<file path="config.mk">
export PLATFORM = sky130hd
export DESIGN_NAME = hiscore_nvram_bridge
export DESIGN_NICKNAME = d
export VERILOG_FILES = /design/src/rtl/hiscore_pkg.sv /design/src/rtl/hiscore_lat_pipe.sv /design/src/rtl/hiscore_nvram_bridge.sv
export SDC_FILE = /design/constraint.sdc
export NUM_CORES = 1
export LEC_CHECK = 0
export BUFFER_PORTS_ARGS = -buffer_cell sky130_fd_sc_hd__clkbuf_2
export CORE_ASPECT_RATIO = 0.5
export CORE_UTILIZATION = 50
export DETAILED_ROUTE_END_ITERATION = 16
export GPL_TIMING_DRIVEN = 1
export PLACE_DENSITY = 0.86
export SYNTH_ARGS = -nofsm -noshare
export SYNTH_HDL_FRONTEND = slang
export SYNTH_SLANG_ARGS = --single-unit
</file>
<file path="constraint.sdc">
create_clock -name clk_sys -period 2.6 [get_ports clk_sys]
set_input_delay 0.26 -clock clk_sys [delete_from_list [all_inputs] [get_ports clk_sys]]
set_output_delay 0.26 -clock clk_sys [all_outputs]
set_load 0.01 [all_outputs]
</file>
<file path="src/rtl/hiscore_pkg.sv">
// Shared types and constants for the high-score / NVRAM bridge.
// The optional core pause request is enabled by defining HISCORE_PAUSE_EN.
package hiscore_pkg;

  typedef enum logic [1:0] {
    IDLE,
    WR,
    RD,
    RD_WAIT
  } hs_state_t;

  localparam logic [7:0] HS_INDEX_DEFAULT = 8'hFF;
  localparam int         MAX_READ_LAT     = 3;

endpackage

</file>
<file path="src/rtl/hiscore_lat_pipe.sv">
// Valid shift register that delays a read launch by the core RAM latency,
// producing the strobe at which nv_dout is captured.
module hiscore_lat_pipe
  import hiscore_pkg::*;
#(
  parameter int LAT = 1
) (
  input  logic clk_sys,
  input  logic reset_n,
  input  logic start,
  output logic done
);

  // Out-of-range latencies are clamped so the pipe always has a legal depth.
  localparam int DEPTH = (LAT < 1) ? 1 : ((LAT > MAX_READ_LAT) ? MAX_READ_LAT : LAT);

  logic [DEPTH-1:0] vld;

  always_ff @(posedge clk_sys or negedge reset_n) begin
    if (!reset_n) begin
      vld <= '0;
    end else begin
      vld[0] <= start;
      for (int i = 1; i < DEPTH; i++) begin
        vld[i] <= vld[i-1];
      end
    end
  end

  assign done = vld[DEPTH-1];

endmodule

</file>
<file path="src/rtl/hiscore_nvram_bridge.sv">
// Bridges data_io image transfers to a byte-wide core NVRAM port with core-priority arbitration.
// Optional core pause request enabled by defining HISCORE_PAUSE_EN.
module hiscore_nvram_bridge
  import hiscore_pkg::*;
#(
  parameter int         AW       = 10,
  parameter int         SIZE     = 64,
  parameter int         READ_LAT = 1,
  parameter logic [7:0] HS_INDEX = HS_INDEX_DEFAULT
) (
  input  logic          clk_sys,
  input  logic          reset_n,
  input  logic          ioctl_download,
  input  logic          ioctl_upload,
  input  logic [7:0]    ioctl_index,
  input  logic          ioctl_wr,
  input  logic [24:0]   ioctl_addr,
  input  logic [7:0]    ioctl_dout,
  output logic [7:0]    ioctl_din,
  input  logic          core_busy,
  input  logic          core_nv_wr,
  output logic [AW-1:0] nv_addr,
  output logic [7:0]    nv_din,
  output logic          nv_we,
  output logic          nv_re,
  input  logic [7:0]    nv_dout,
  output logic          loaded,
  output logic          dirty,
  output logic          err,
  output logic          pause_o
);

  localparam logic [24:0] SIZE_L = 25'(SIZE);

  hs_state_t state, state_n;

  logic          sel, xfer_dn, xfer_up;
  logic          xfer_dn_q, xfer_up_q;
  logic [24:0]   addr_q;
  logic          up_trig, dn_fall, up_fall, trig_oob;
  logic          wr_strobe, wr_accept, wr_fire;

  logic          hold_valid;
  logic [AW-1:0] hold_addr;
  logic [7:0]    hold_data;

  logic          pend_valid, pend_oob;
  logic [AW-1:0] pend_addr;
  logic          req_valid, req_oob;
  logic [AW-1:0] req_addr;
  logic [AW-1:0] rd_addr;

  logic          pend_take, rd_launch, oob_hit, capture, lat_done;

  assign sel     = (ioctl_index == HS_INDEX);
  assign xfer_dn = ioctl_download & sel;
  assign xfer_up = ioctl_upload & sel;
  assign dn_fall = xfer_dn_q & ~xfer_dn;
  assign up_fall = xfer_up_q & ~xfer_up;

  // Prefetch fires when the upload starts or data_io moves to another address.
  assign up_trig  = xfer_up & (~xfer_up_q | (ioctl_addr != addr_q));
  assign trig_oob = (ioctl_addr >= SIZE_L);

  assign wr_strobe = ioctl_wr & xfer_dn;
  assign wr_accept = wr_strobe & (ioctl_addr < SIZE_L) & ~hold_valid;
  assign wr_fire   = (state == WR) & ~core_busy;

  // A fresh trigger overrides any older pending request.
  assign req_valid = up_trig | pend_valid;
  assign req_oob   = up_trig ? trig_oob : pend_oob;
  assign req_addr  = up_trig ? ioctl_addr[AW-1:0] : pend_addr;

  assign nv_we   = wr_fire;
  assign nv_re   = (state == RD) & ~core_busy;
  assign nv_addr = (state == WR) ? hold_addr : rd_addr;
  assign nv_din  = hold_data;

  hiscore_lat_pipe #(
    .LAT (READ_LAT)
  ) u_lat_pipe (
    .clk_sys (clk_sys),
    .reset_n (reset_n),
    .start   (nv_re),
    .done    (lat_done)
  );

  // Pending writes win over reads; a read whose address went stale is not captured.
  always_comb begin
    state_n   = state;
    pend_take = 1'b0;
    rd_launch = 1'b0;
    oob_hit   = 1'b0;
    capture   = 1'b0;
    unique case (state)
      IDLE: begin
        if (hold_valid || wr_accept) begin
          state_n = WR;
        end else if (req_valid) begin
          pend_take = 1'b1;
          if (req_oob) begin
            oob_hit = 1'b1;
          end else begin
            rd_launch = 1'b1;
            state_n   = RD;
          end
        end
      end
      WR: begin
        if (!core_busy) state_n = IDLE;
      end
      RD: begin
        if (!core_busy) state_n = RD_WAIT;
      end
      RD_WAIT: begin
        if (lat_done) begin
          state_n = IDLE;
          capture = !(pend_valid || up_trig);
        end
      end
      default: state_n = IDLE;
    endcase
  end

  always_ff @(posedge clk_sys or negedge reset_n) begin
    if (!reset_n) begin
      state     <= IDLE;
      xfer_dn_q <= 1'b0;
      xfer_up_q <= 1'b0;
      addr_q    <= '0;
    end else begin
      state     <= state_n;
      xfer_dn_q <= xfer_dn;
      xfer_up_q <= xfer_up;
      addr_q    <= ioctl_addr;
    end
  end

  always_ff @(posedge clk_sys or negedge reset_n) begin
    if (!reset_n) begin
      hold_valid <= 1'b0;
      hold_addr  <= '0;
      hold_data  <= '0;
    end else if (wr_accept) begin
      hold_valid <= 1'b1;
      hold_addr  <= ioctl_addr[AW-1:0];
      hold_data  <= ioctl_dout;
    end else if (wr_fire) begin
      hold_valid <= 1'b0;
    end
  end

  // Requests are forgotten once the upload window closes.
  always_ff @(posedge clk_sys or negedge reset_n) begin
    if (!reset_n) begin
      pend_valid <= 1'b0;
      pend_oob   <= 1'b0;
      pend_addr  <= '0;
      rd_addr    <= '0;
    end else begin
      if (pend_take || !xfer_up) begin
        pend_valid <= 1'b0;
      end else if (up_trig) begin
        pend_valid <= 1'b1;
        pend_oob   <= trig_oob;
        pend_addr  <= ioctl_addr[AW-1:0];
      end
      if (rd_launch) rd_addr <= req_addr;
    end
  end

  always_ff @(posedge clk_sys or negedge reset_n) begin
    if (!reset_n) begin
      ioctl_din <= '0;
    end else if (capture) begin
      ioctl_din <= nv_dout;
    end else if (oob_hit) begin
      ioctl_din <= 8'h00;
    end
  end

  // A core write in the same cycle as the upload ending keeps the image dirty.
  always_ff @(posedge clk_sys or negedge reset_n) begin
    if (!reset_n) begin
      loaded <= 1'b0;
      dirty  <= 1'b0;
      err    <= 1'b0;
    end else begin
      if (dn_fall) loaded <= 1'b1;
      if (core_nv_wr) begin
        dirty <= 1'b1;
      end else if (up_fall) begin
        dirty <= 1'b0;
      end
      if (wr_strobe && hold_valid) err <= 1'b1;
    end
  end

`ifdef HISCORE_PAUSE_EN
  logic pause_q, quiet;

  assign quiet = ~xfer_dn & ~xfer_up & (state == IDLE) & ~hold_valid;

  always_ff @(posedge clk_sys or negedge reset_n) begin
    if (!reset_n) begin
      pause_q <= 1'b0;
    end else if ((xfer_dn & ~xfer_dn_q) | (xfer_up & ~xfer_up_q)) begin
      pause_q <= 1'b1;
    end else if (quiet) begin
      pause_q <= 1'b0;
    end
  end

  assign pause_o = pause_q & ~quiet;
`else
  assign pause_o = 1'b0;
`endif

endmodule

</file>
# Word level (Yosys, flattened, before mapping)
# Index checks and enable logic that the tools add are counted.
totals:
  regBits: 82
  out_inout_bits: 32
  inputBits: 56
op_classes:
  n_lt_le_gt_ge: 2
  eq_ne: 10
  bitwise_logic: 17
  n_reduce_logical: 12
  muxes: 31
ops:
  columns: ["op", "count"]
  rows:
  - ["25-bit by 7-bit greater-or-equal comparator with 1-bit output (second input constant)", 1]
  - ["25-bit by 7-bit less-than comparator with 1-bit output (second input constant)", 1]
  - ["25-bit != test", 1]
  - ["1-bit 2-to-1 mux", 20]
  - ["10-bit 2-to-1 mux", 2]
  - ["8-bit 2-to-1 mux", 2]
  - ["2-bit 2-to-1 mux", 6]
  - ["1-bit AND", 10]
  - ["8-bit == test (second input constant)", 1]
  - ["2-bit case mux with 4 select lines", 1]
  - ["2-bit nonzero test", 4]
  - ["3-bit != test (second input constant)", 2]
  - ["1-bit NOT", 5]
  - ["5-bit AND reduction", 1]
  - ["2-bit == test (second input constant)", 2]
  - ["2-bit != test (second input constant)", 2]
  - ["1-bit logical OR", 3]
  - ["2-bit by 1-bit == test with 1-bit output (second input constant)", 1]
  - ["1-bit zero test", 2]
  - ["2-bit zero test", 1]
  - ["2-bit by 1-bit != test with 1-bit output (second input constant)", 1]
  - ["1-bit bitwise OR", 2]
  - ["1-bit logical AND", 1]

# Longest topological paths before layout
# Gate-level depths: netlist (run 1).
logic_depth:
  word_depth: 10
  depth_mapped: 7

# Hierarchy
# From an unflattened synthesis (run 1), not the netlist that was laid out.
unflattened:
  hier_cells: 272
  hier_area_um2: 3379.5
by_module_without_submodules:
  columns: ["mod", "area_each_um2", "seq_area_each_um2", "instances", "cells_each"]
  rows:
  - ["hiscore_nvram_bridge", 3354.5, 2026.9, 1, 271]
  - ["hiscore_lat_pipe", 25.0, 25.0, 1, 1]

# Least setup slack after synthesis (run 1)
# OpenSTA, ideal clock, no wires.
synth_path:
  path_type: "register to register"
  from: "register addr_q[2]"
  to: "register ioctl_din[0]"
  synth_period_minus_slack_ns: 2.147
  stages_incl_launch_ff: 7
  arrival_ns: 2.026
  setup_ns: 0.121
  slack_ns: 0.453
  path_cell_list: "dfrtp_1 > xnor2_1 > nand4_1 > or4_4 > o21ai_2 > mux2_2 > a22o_1"
synth_via:
  elab_chain_len: 9
  word_cells_on_any_way: 15
synth_lines:
  columns: ["item", "line", "source"]
  rows:
  - ["start: declaration", "hiscore_nvram_bridge.sv:39", "logic [24:0] addr_q;"]
  - ["start signal: assignment", "hiscore_nvram_bridge.sv:135", "addr_q <= ioctl_addr;"]
  - ["25-bit != test (*)", "hiscore_nvram_bridge.sv:62", "assign up_trig = xfer_up & (~xfer_up_q | (ioctl_addr != addr_q));"]
  - ["1-bit bitwise OR (*)", "hiscore_nvram_bridge.sv:62", null]
  - ["1-bit AND (*)", "hiscore_nvram_bridge.sv:62", null]
  - ["1-bit 2-to-1 mux", null, null]
  - ["1-bit 2-to-1 mux", "hiscore_nvram_bridge.sv:101", "if (req_oob) begin"]
  - ["1-bit 2-to-1 mux", "hiscore_nvram_bridge.sv:99", "end else if (req_valid) begin"]
  - ["1-bit 2-to-1 mux", "hiscore_nvram_bridge.sv:97", "if (hold_valid || wr_accept) begin"]
  - ["1-bit 2-to-1 mux", "hiscore_nvram_bridge.sv:95", "unique case (state)"]
  - ["2-bit nonzero test (no source line)", null, null]
  - ["end signal: assignment", "hiscore_nvram_bridge.sv:176", "ioctl_din <= nv_dout;"]
  - ["end: declaration", "hiscore_nvram_bridge.sv:19", "output logic [7:0] ioctl_din,"]
# Every way passes the cells marked *; elsewhere a longest branch is shown, timed or not.
# A chain may end at the register's enable or synchronous reset.

# Worst setup path in the final report (run 1)
layout_path:
  from: "register addr_q[5]"
  to: "register pend_addr[9]"
layout_via:
  elab_chain_len: 8
  word_cells_on_any_way: 9
layout_lines:
  columns: ["item", "line", "source"]
  rows:
  - ["25-bit != test (*)", "hiscore_nvram_bridge.sv:62", null]
  - ["1-bit bitwise OR (*)", "hiscore_nvram_bridge.sv:62", null]
  - ["1-bit AND (*)", "hiscore_nvram_bridge.sv:62", null]
  - ["1-bit bitwise OR", "hiscore_nvram_bridge.sv:70", "assign req_valid = up_trig | pend_valid;"]
  - ["1-bit 2-to-1 mux", "hiscore_nvram_bridge.sv:99", null]
  - ["1-bit 2-to-1 mux", "hiscore_nvram_bridge.sv:97", null]
  - ["1-bit 2-to-1 mux", "hiscore_nvram_bridge.sv:95", null]
  - ["1-bit logical OR", "hiscore_nvram_bridge.sv:161", "if (pend_take || !xfer_up) begin"]
  - ["end signal: assignment", "hiscore_nvram_bridge.sv:166", "pend_addr <= ioctl_addr[AW-1:0];"]
  - ["end: declaration", "hiscore_nvram_bridge.sv:48", "logic [AW-1:0] pend_addr;"]
# Marked as above.

==> results_dict.tcl, run 1 <==
set metrics [dict create \
    critPathCaptureType "flip-flop" \
    yosys.area.top_type_share_pct 59.31 \
    finalPower_mw 2.810 \
    irDropWorstVdd_uv 467.3 \
    critPathMaxStageDelay_ps 540 \
    post_cts_buffers 0 \
    mappedNetlistNets 333 \
    drtIter0Drc 216 \
    hold_buffers 0 \
    cp.required_ps 2820 \
    pin_count 88 \
    cts_buffers 9 \
    tightest_slew_ps 1007 \
    core-area_sq_um 6356 \
    hold_violations 0 \
    die_area_sq_um 7276 \
    synth_area_per_cell_sq_um 12.49 \
    wl_per_cell_um 16.92 \
    setup_viol 0 \
    cts.sinks 82 \
    slew_headroom_pct 32.84 \
    path_delay_family "simple AND/OR/NAND/NOR gates" \
    netlist_instances 277 \
    p_leak_nw 2.143 \
    antenna_found_initial 0 \
    ys_warn_count 0 \
    fin_hold_ws_ps 69.65 \
    hold_class "input port to flip-flop" \
    synthTopCellsByArea "dfrtp_1 59%, mux2_2 8.5%, nand2_1 4.6%" \
    final.setup_skew_ps 10.01 \
    ant_nets 0 \
    die_h_um 60.82 \
    clockBufferDepth 2 \
    postCtsResizedCells 0 \
    period_share_pct 89.84 \
    cts_tree "yes" \
    gp_congestion 0.8421 \
    worst_setup_path_start_kind "flip-flop" \
    routed_via_density 5.587 \
    synth_area_leader_cell "dfrtp_1" \
    setup_tns_ps 0 \
    worst_slack_ps 264.3 \
    ys_ff_latch 82 \
    clk_pin_slew_ps 60 \
    synth-seq-area-share_pct 59.31 \
    clock_latency_ps 340 \
    synthesis.area_sq_um 3460 \
    diodes 0 \
    htree_levels 3 \
    area_delta_synth_final_pct 24.30 \
    fin_nets 427 \
    pre_cts_ws_ps 263.4 \
    rsz0062_at_grt "no" \
    period_minus_slack_ps 2336 \
    overflow 0 \
    dieWidth_um 119.6 \
    grt_pass1_vias 2614 \
    crit_path_top_delay_cell "or4_4" \
    powerDensity_nw_per_um2 653.4 \
    clockRootBuffer "clkbuf_16" \
    path_max_fanout 13 \
    rows 20 \
    cap_violations 0 \
    grt_pass1_wl_mm 12.77 \
    drc 0 \
    ys_types 46 \
    drv_slew 0 \
    track_usage_pct 23.80 \
    critical_path_class "flip-flop to flip-flop" \
    dp_hpwl_mm 5.573 \
    worst-endpoint-arrival_ps 2560 \
    crit_buf_inv 1 \
    detail_route.first_pass.iterations 4 \
    drt_wl_total_mm 7.819 \
    vias 2581 \
    drive_above_1_share_pct 39.84 \
    status "finished, final reports clean" \
    grt_max_degree 83 \
    io_buffers 86 \
    initial_core_util_pct 54.43 \
    path_cells "xnor2_1, nand4_1, or4_4, o21a_4, nand2_1, buf_4, mux2_2" \
    fmax_mhz 428.1 \
]
synth_stat cells, drive strengths merged:
master	instances
o21a	3
mux2	26
nor4	8
a21oi	1
inv	3
nor2b	5
nand3	6
o21ai	3
and4	2
nor3	2
or4	2
a21o	2
clkbuf	3
o221a	6
o31ai	1
o2111ai	1
and2	1
nand4	9
nor4b	2
and3	2
nor3b	1
nand2b	4
nor2	4
o22ai	1
a31o	1
o211ai	4
dfrtp	82
buf	6
conb	1
o21bai	1
xnor2	14
or2	2
or3	7
a22o	8
xor2	11
nand2	42
placed cells by master (no fill, tap or decap), types with 6 or more instances in the layout:
master	instances
xnor2_1	12
nand4_1	9
or3_1	6
nor4_1	8
dfrtp_1	82
nand3_1	6
xor2_1	11
clkbuf_16	9
nand2_1	42
a22o_1	8
clkbuf_2	85
o221a_2	6
buf_4	7
mux2_2	26
stage by stage:
| stage | util (%) | instances | cell area (sq um) |
|---|---|---|---|
| final | 67.66 | 462 | 4300 |
| after global routing | 67.66 | 462 | 4300 |
| after CTS | 67.66 | 462 | 4300 |
| after detailed placement | 62.82 | 448 | 3993 |
| after global placement | 62.82 | 448 | 3993 |
| after floorplan | - | 277 | 3460 |
logic make-up (layout without fill, tap and decap cells):
logic type,Yosys count,in the layout,synth area share [%]
flops,82,82,59.31
other cells,1,1,0.1084
simple gates,99,99,15.23
mux,26,26,8.463
buf+inv,12,109,1.917
compound gates,32,32,8.209
xor+xnor,25,25,6.763
worst paths after layout:
kind / from / end / slack (ps) / depth (start not counted)
worst min register to register: err$_DFFE_PN0P_ / err$_DFFE_PN0P_ / 470 / 1
min in group asynchronous: reset_n / hold_addr[4]$_DFFE_PN0P_ / 80 / 1
worst min-delay path: ioctl_addr[16] / addr_q[16]$_DFF_PN0_ / 70 / 1
max in group asynchronous: reset_n / nv_din[4]$_DFFE_PN0P_ / 1860 / 1
worst max-delay path: addr_q[5]$_DFF_PN0_ / pend_addr[9]$_DFFE_PN0N_ / 260 / 7
worst max register to register: addr_q[5]$_DFF_PN0_ / pend_addr[9]$_DFFE_PN0N_ / 260 / 7
per-layer routing:
metal | track usage [%] | vias to the layer above | routed length (um) | part of all wire [%]
met5 | 0 | - | 0 | 0
met4 | 6.071 | 0 | 72 | 0.92
met3 | 7.425 | 10 | 408 | 5.2
met2 | 40.46 | 86 | 3865 | 49
met1 | 30.51 | 1314 | 3472 | 44
li1 | - | 1171 | - | -
state kept, by name, indices dropped and copies added, names as in the netlist:
register	flops
pend_addr	10
addr_q	25
loaded	1
xfer_up_q	1
xfer_dn_q	1
pend_valid	1
err	1
ioctl_din	8
rd_addr	10
hold_addr	10
state	2
hold_valid	1
u_lat_pipe.done	1
pend_oob	1
nv_din	8
dirty	1
area by class of cell:
cell class | count | area (sq um)
multi-input cells | 183 | 1341
clock inverters | 3 | 65.06
inverters | 3 | 11.26
clock buffers | 11 | 242.7
well taps | 88 | 110.1
flip-flops and latches | 82 | 2052
fillers | 447 | 2056
repair buffers | 92 | 478.0
report_power, final:
| part | internal, mW | switching (mW) |
|---|---|---|
| sequential | 1.30 | 0.0144 |
| clock | 0.854 | 0.473 |
| combinational | 0.0692 | 0.0954 |
| total | 2.23 | 0.582 |
Note: power is estimated with default switching activity, not from simulation.
==> run 2, diff against run 1 <==
--- a/config.mk
+++ b/config.mk
@@ -6,5 +6,5 @@
 export NUM_CORES = 1
 export LEC_CHECK = 0
-export BUFFER_PORTS_ARGS = -buffer_cell sky130_fd_sc_hd__clkbuf_2
+export BUFFER_PORTS_ARGS = -buffer_cell sky130_fd_sc_hd__buf_2
 export CORE_ASPECT_RATIO = 0.5
 export CORE_UTILIZATION = 50
==> constraint.sdc (replaced) <==
create_clock -name clk_sys -period 2.6 [get_ports clk_sys]
set_input_delay 0.26 -clock clk_sys [delete_from_list [all_inputs] [get_ports clk_sys]]
set_output_delay 0.26 -clock clk_sys [all_outputs]
set_load 0.1 [all_outputs]
==> run 2 against run 1 <==
Cell count up 0.22%. Hold slack improved by 1.5 ps. Core utilization rose by 0.12 points. Die area did not move. Flip-flop and latch count did not move. Highest routed layer unchanged.
==> results_dict.tcl, run 2 (synthesized netlist as in run 1, its figures left out) <==
set metrics [dict create \
    critPathMaxStageDelay_ps 590 \
    overflow 0 \
    mostFrequentLayoutCell "buf_2" \
    fmax_mhz 397.3 \
    clk_pin_slew_ps 60 \
    fin_hold_ws_ps 71.18 \
    hold_class "input port to flip-flop" \
    placed_cells 447 \
    core-area_sq_um 6356 \
    reg2reg_depth 6 \
    drtIter0Drc 194 \
    antenna_found_initial 0 \
    most-common-layout-cells "85 x buf_2, 82 x dfrtp_1, 42 x nand2_1, 26 x mux2_2, 12 x xnor2_1" \
    grt_pass1_vias 2635 \
    track_usage_pct 23.94 \
    grt_pass1_wl_mm 12.86 \
    cts.sinks 82 \
    largest_reg_flops 25 \
    critPathCaptureType "flip-flop" \
    die_area_sq_um 7276 \
    htree_levels 3 \
    path_delay_family "simple AND/OR/NAND/NOR gates" \
    setup_tns_ps 0 \
    rows 20 \
    cts_buffers 9 \
    setup_viol 0 \
    powerDensity_nw_per_um2 656.5 \
    path_max_fanout 8 \
    period_minus_slack_ps 2517 \
    drive_above_1_share_pct 40.27 \
    final.setup_skew_ps 8.144 \
    crit_path_top_delay_cell "or4_4" \
    postCtsResizedCells 0 \
    top_register "addr_q" \
    slew_headroom_pct 33.08 \
    post_cts_buffers 0 \
    post-route-util_pct 67.78 \
    clockRootBuffer "clkbuf_16" \
    hold_buffers 0 \
    cp-startpoint "addr_q[2]$_DFF_PN0_" \
    tightest_slew_ps 1004 \
    die_h_um 60.82 \
    worst_setup_path_start_kind "flip-flop" \
    hold_path_startpoint "ioctl_addr[18]" \
    drc 0 \
    p_leak_nw 2.145 \
    ant_nets 0 \
    routed_via_density 5.605 \
    worst-r2r-setup-slack_ps 80 \
    gp_congestion 0.8241 \
    cp.required_ps 2820 \
    cap_violations 0 \
    drt_wl_total_mm 8.098 \
    multi_input_area_sq_um 1341 \
    clockBufferDepth 2 \
    grt_max_degree 83 \
    fin_nets 426 \
    vias 2595 \
    critical_path_class "flip-flop to flip-flop" \
    pin_count 88 \
    period_share_pct 96.82 \
    cp.depth 6 \
    initial_core_util_pct 54.43 \
    path_cells "xnor2_1, nand4_1, or4_4, o21ai_2, mux2_2, a22o_1" \
    area_delta_synth_final_pct 24.52 \
    io_buffers 86 \
    dp_hpwl_mm 5.676 \
    cts_tree "yes" \
    dieWidth_um 119.6 \
    worst-endpoint-arrival_ps 2730 \
    detail_route.first_pass.iterations 5 \
    instances_no_fill 463 \
    hold_violations 0 \
    rsz0062_at_grt "no" \
    irDropWorstVdd_uv 298.4 \
    clock_latency_ps 330 \
    wl_per_cell_um 17.49 \
    regArea_sq_um 2052 \
    crit_buf_inv 0 \
    n_fill_cell 460 \
    status "finished, final reports clean" \
    diodes 0 \
    r2r_start "addr_q[2]$_DFF_PN0_" \
    finalPower_mw 2.828 \
    r2r_end "ioctl_din[1]$_DFFE_PN0P_" \
    drv_slew 0 \
    crit_path_end "ioctl_din[1]$_DFFE_PN0P_" \
]
run 2: changes by cell type in the layout (fill, tap and decap cells not counted):
cell,delta
clkbuf_1,-1
clkinvlp_4,+2
clkbuf_2,-85
bufinv_16,-1
inv_6,+3
buf_12,+1
buf_2,+85
buf_4,-2
clkinv_2,-1
run 2: report_power, final:
group | leakage (nW) | total (mW) | switching, mW | internal, mW
combinational | 0.940 | 0.219 | 0.150 | 0.0694
clock | 0.146 | 1.29 | 0.512 | 0.780
sequential | 1.06 | 1.32 | 0.0142 | 1.30
run 2: metal layers:
layer,track usage [%],routed length (um),part of all wire [%],up-vias
li1,-,-,-,1180
met1,29.88,3465,43,1296
met2,42.77,4062,50,105
met3,5.921,474,5.9,14
met4,6.964,96,1.2,0
met5,0,0,0,-
run 2: worst min-delay path by stage:
| stage | cells after the start | end | slack [ps] |
|---|---|---|---|
| floorplan | 0 | addr_q[0]$_DFF_PN0_ | -40 |
| global placement | 1 | addr_q[21]$_DFF_PN0_ | 410 |
| detailed placement | 1 | addr_q[20]$_DFF_PN0_ | 410 |
| CTS | 1 | addr_q[18]$_DFF_PN0_ | 60 |
| global route | 1 | addr_q[16]$_DFF_PN0_ | 70 |
| finish | 1 | addr_q[18]$_DFF_PN0_ | 70 |
run 2: per-stage QoR:
step / instance area (sq um) / worst slack [ps]
3_3_place_gp: 3998 / 222.5
4_1_cts: 4308 / 113.4
5_1_grt: 4308 / 13.13
3_5_place_dp: 3998 / 103.0
2_1_floorplan: 3460 / 284.0
6_report: 4308 / 82.75
run 2: final cells by class:
type,count,area share [%]
flip-flops and latches,82,47.63
clock buffers,10,5.547
repair buffers,91,11.21
clock inverters,6,1.656
well taps,88,2.556
inverters,3,0.2614
multi-input cells,183,31.14
run 2: worst register-to-register path, stage by stage (launching register included):
cell and delay (ps):
dfrtp_1 370, xnor2_1 300, nand4_1 160, or4_4 590, o21ai_2 260, mux2_2 470
a22o_1 270
==> run 3, diff against run 2 <==
Clock period 2.6 ns to 2.9 ns, I/O delays scaled along.
==> run 3 against run 2 <==
Total power decreased by 8.5%. Hold slack better by 20 ps. Critical path depth stayed put. Highest routed layer unchanged. Sequential share of layout area increased by 0.29 points.
==> results_dict.tcl, run 3 (synthesized netlist as in run 1, its figures left out) <==
set metrics [dict create \
    status "finished, final reports clean" \
    min_to "addr_q[17]$_DFF_PN0_" \
    finalPower_mw 2.587 \
    period_share_pct 86.25 \
    drive_above_1_share_pct 39.78 \
    grt_pass1_wl_mm 12.60 \
    n_fill_cell 477 \
    drc 0 \
    largest_reg_flops 25 \
    io_buffers 86 \
    track_usage_pct 23.73 \
    wl_per_cell_um 17.08 \
    hold_buffers 0 \
    detail_route.first_pass.iterations 4 \
    seqPwrFrac_pct 45.7 \
    pin_count 88 \
    hold_depth 1 \
    die_h_um 60.82 \
    cap_violations 0 \
    most-common-layout-cells "85 x buf_2, 82 x dfrtp_1, 42 x nand2_1, 26 x mux2_2, 12 x xnor2_1" \
    post-route-util_pct 67.36 \
    hold_class "input port to flip-flop" \
    setup_viol 0 \
    fin_hold_ws_ps 91.49 \
    period_minus_slack_ps 2501 \
    clk_pin_slew_ps 60 \
    final.setup_skew_ps 6.305 \
    initial_core_util_pct 54.43 \
    core-area_sq_um 6356 \
    dieWidth_um 119.6 \
    overflow 0 \
    die_area_sq_um 7276 \
    p_leak_nw 2.140 \
    antenna_found_initial 0 \
    p_int_mw 2.001 \
    drv_slew 0 \
    p_comb_share_pct 7.5 \
    clock_latency_ps 340 \
    critPathCaptureType "flip-flop" \
    p_switching_uw 585.2 \
    cp.required_ps 3120 \
    routed_via_density 5.602 \
    p_clk_share_pct 46.8 \
    worst_setup_path_start_kind "flip-flop" \
    multi_input_area_sq_um 1341 \
    r2r_end "pend_addr[4]$_DFFE_PN0N_" \
    diodes 0 \
    ant_nets 0 \
    vias 2577 \
    path_max_fanout 13 \
    worst-endpoint-arrival_ps 2720 \
    mostFrequentLayoutCell "buf_2" \
    worst_slack_ps 398.8 \
    drtIter0Drc 241 \
    r2r_start "addr_q[2]$_DFF_PN0_" \
    gp_congestion 0.8335 \
    rows 20 \
    drt_wl_total_mm 7.856 \
    cts_buffers 9 \
    irDropWorstVdd_uv 326.7 \
    fin_nets 423 \
    dp_hpwl_mm 5.484 \
    worst-r2r-setup-slack_ps 400 \
    clockRootBuffer "clkbuf_16" \
    pre_cts_ws_ps 386.0 \
    critical_path_class "flip-flop to flip-flop" \
    cts.sinks 82 \
    tightest_slew_ps 980.7 \
    htree_levels 3 \
    powerDensity_nw_per_um2 604.1 \
    top_register "addr_q" \
    fmax_mhz 399.8 \
    grt_pass1_vias 2553 \
    swShare_pct 22.62 \
    cts_tree "yes" \
    clockBufferDepth 2 \
    reg2reg_depth 6 \
    setup_tns_ps 0 \
    postCtsResizedCells 0 \
    hold_violations 0 \
    slew_headroom_pct 34.62 \
    post_cts_buffers 0 \
    cp-startpoint "addr_q[2]$_DFF_PN0_" \
    hold_path_startpoint "ioctl_addr[17]" \
    regArea_sq_um 2052 \
    grt_max_degree 83 \
    area_delta_synth_final_pct 23.76 \
    rsz0062_at_grt "no" \
]
==> run 3: cell count changes in the layout (fill, tap and decap cells not counted), sizes merged <==
cell,before,now
clkinv,0,4
bufinv,1,2
buf,91,88
clkinvlp,2,0
inv,6,3
==> run 3: power groups by stage <==
stage	Clock (mW)	Combinational, mW	Sequential, mW
4_1_cts	1.23	0.196	1.18
5_1_grt	1.28	0.211	1.18
3_5_place_dp	0	0.195	1.20
2_1_floorplan	0	0.0571	1.24
3_3_place_gp	0	0.188	1.20
6_report	1.21	0.195	1.18
==> run 3: final cells by class <==
type                            instances  area share, %
Tap cell                               88          2.572
Timing Repair Buffer                   88          10.46
Clock buffer                           10          5.582
Inverter                                3         0.2630
Clock inverter                          6          1.870
Sequential cell                        82          47.93
Multi-Input combinational cell        183          31.33
==> run 3: how the worst max path moves through the flow <==
stage | endpoint | slack [ps] | cells past startpoint
after floorplan | nv_we | 550 | 3
after global placement | pend_addr[4]$_DFFE_PN0N_ | 450 | 7
after detailed placement | pend_addr[4]$_DFFE_PN0N_ | 390 | 7
after CTS | pend_addr[4]$_DFFE_PN0N_ | 410 | 6
after global routing | pend_addr[3]$_DFFE_PN0N_ | 260 | 6
final | pend_addr[4]$_DFFE_PN0N_ | 400 | 6
==> run 3: metrics by stage <==
step / area [sq um] / cells
2_1_floorplan: 3460 / 277
3_3_place_gp: 3963 / 444
3_5_place_dp: 3963 / 444
4_1_cts: 4282 / 460
5_1_grt: 4282 / 460
6_report: 4282 / 460
==> run 3: layer usage <==
| layer | vias to the layer above | share of wire [%] | GRT usage (%) |
|---|---|---|---|
| met5 | - | 0 | 0 |
| met4 | 0 | 2.0 | 9.464 |
| met3 | 15 | 7.5 | 8.083 |
| met2 | 109 | 48 | 38.23 |
| met1 | 1284 | 42 | 30.36 |
| li1 | 1169 | - | - |
==> run 3: critical path, cell delays in order (launching register included) <==
cell and delay [ps]:
dfrtp_1 380, xnor2_1 280, nand4_1 120, or4_4 570, o21a_4 270, nand2_1 370
mux2_2 390
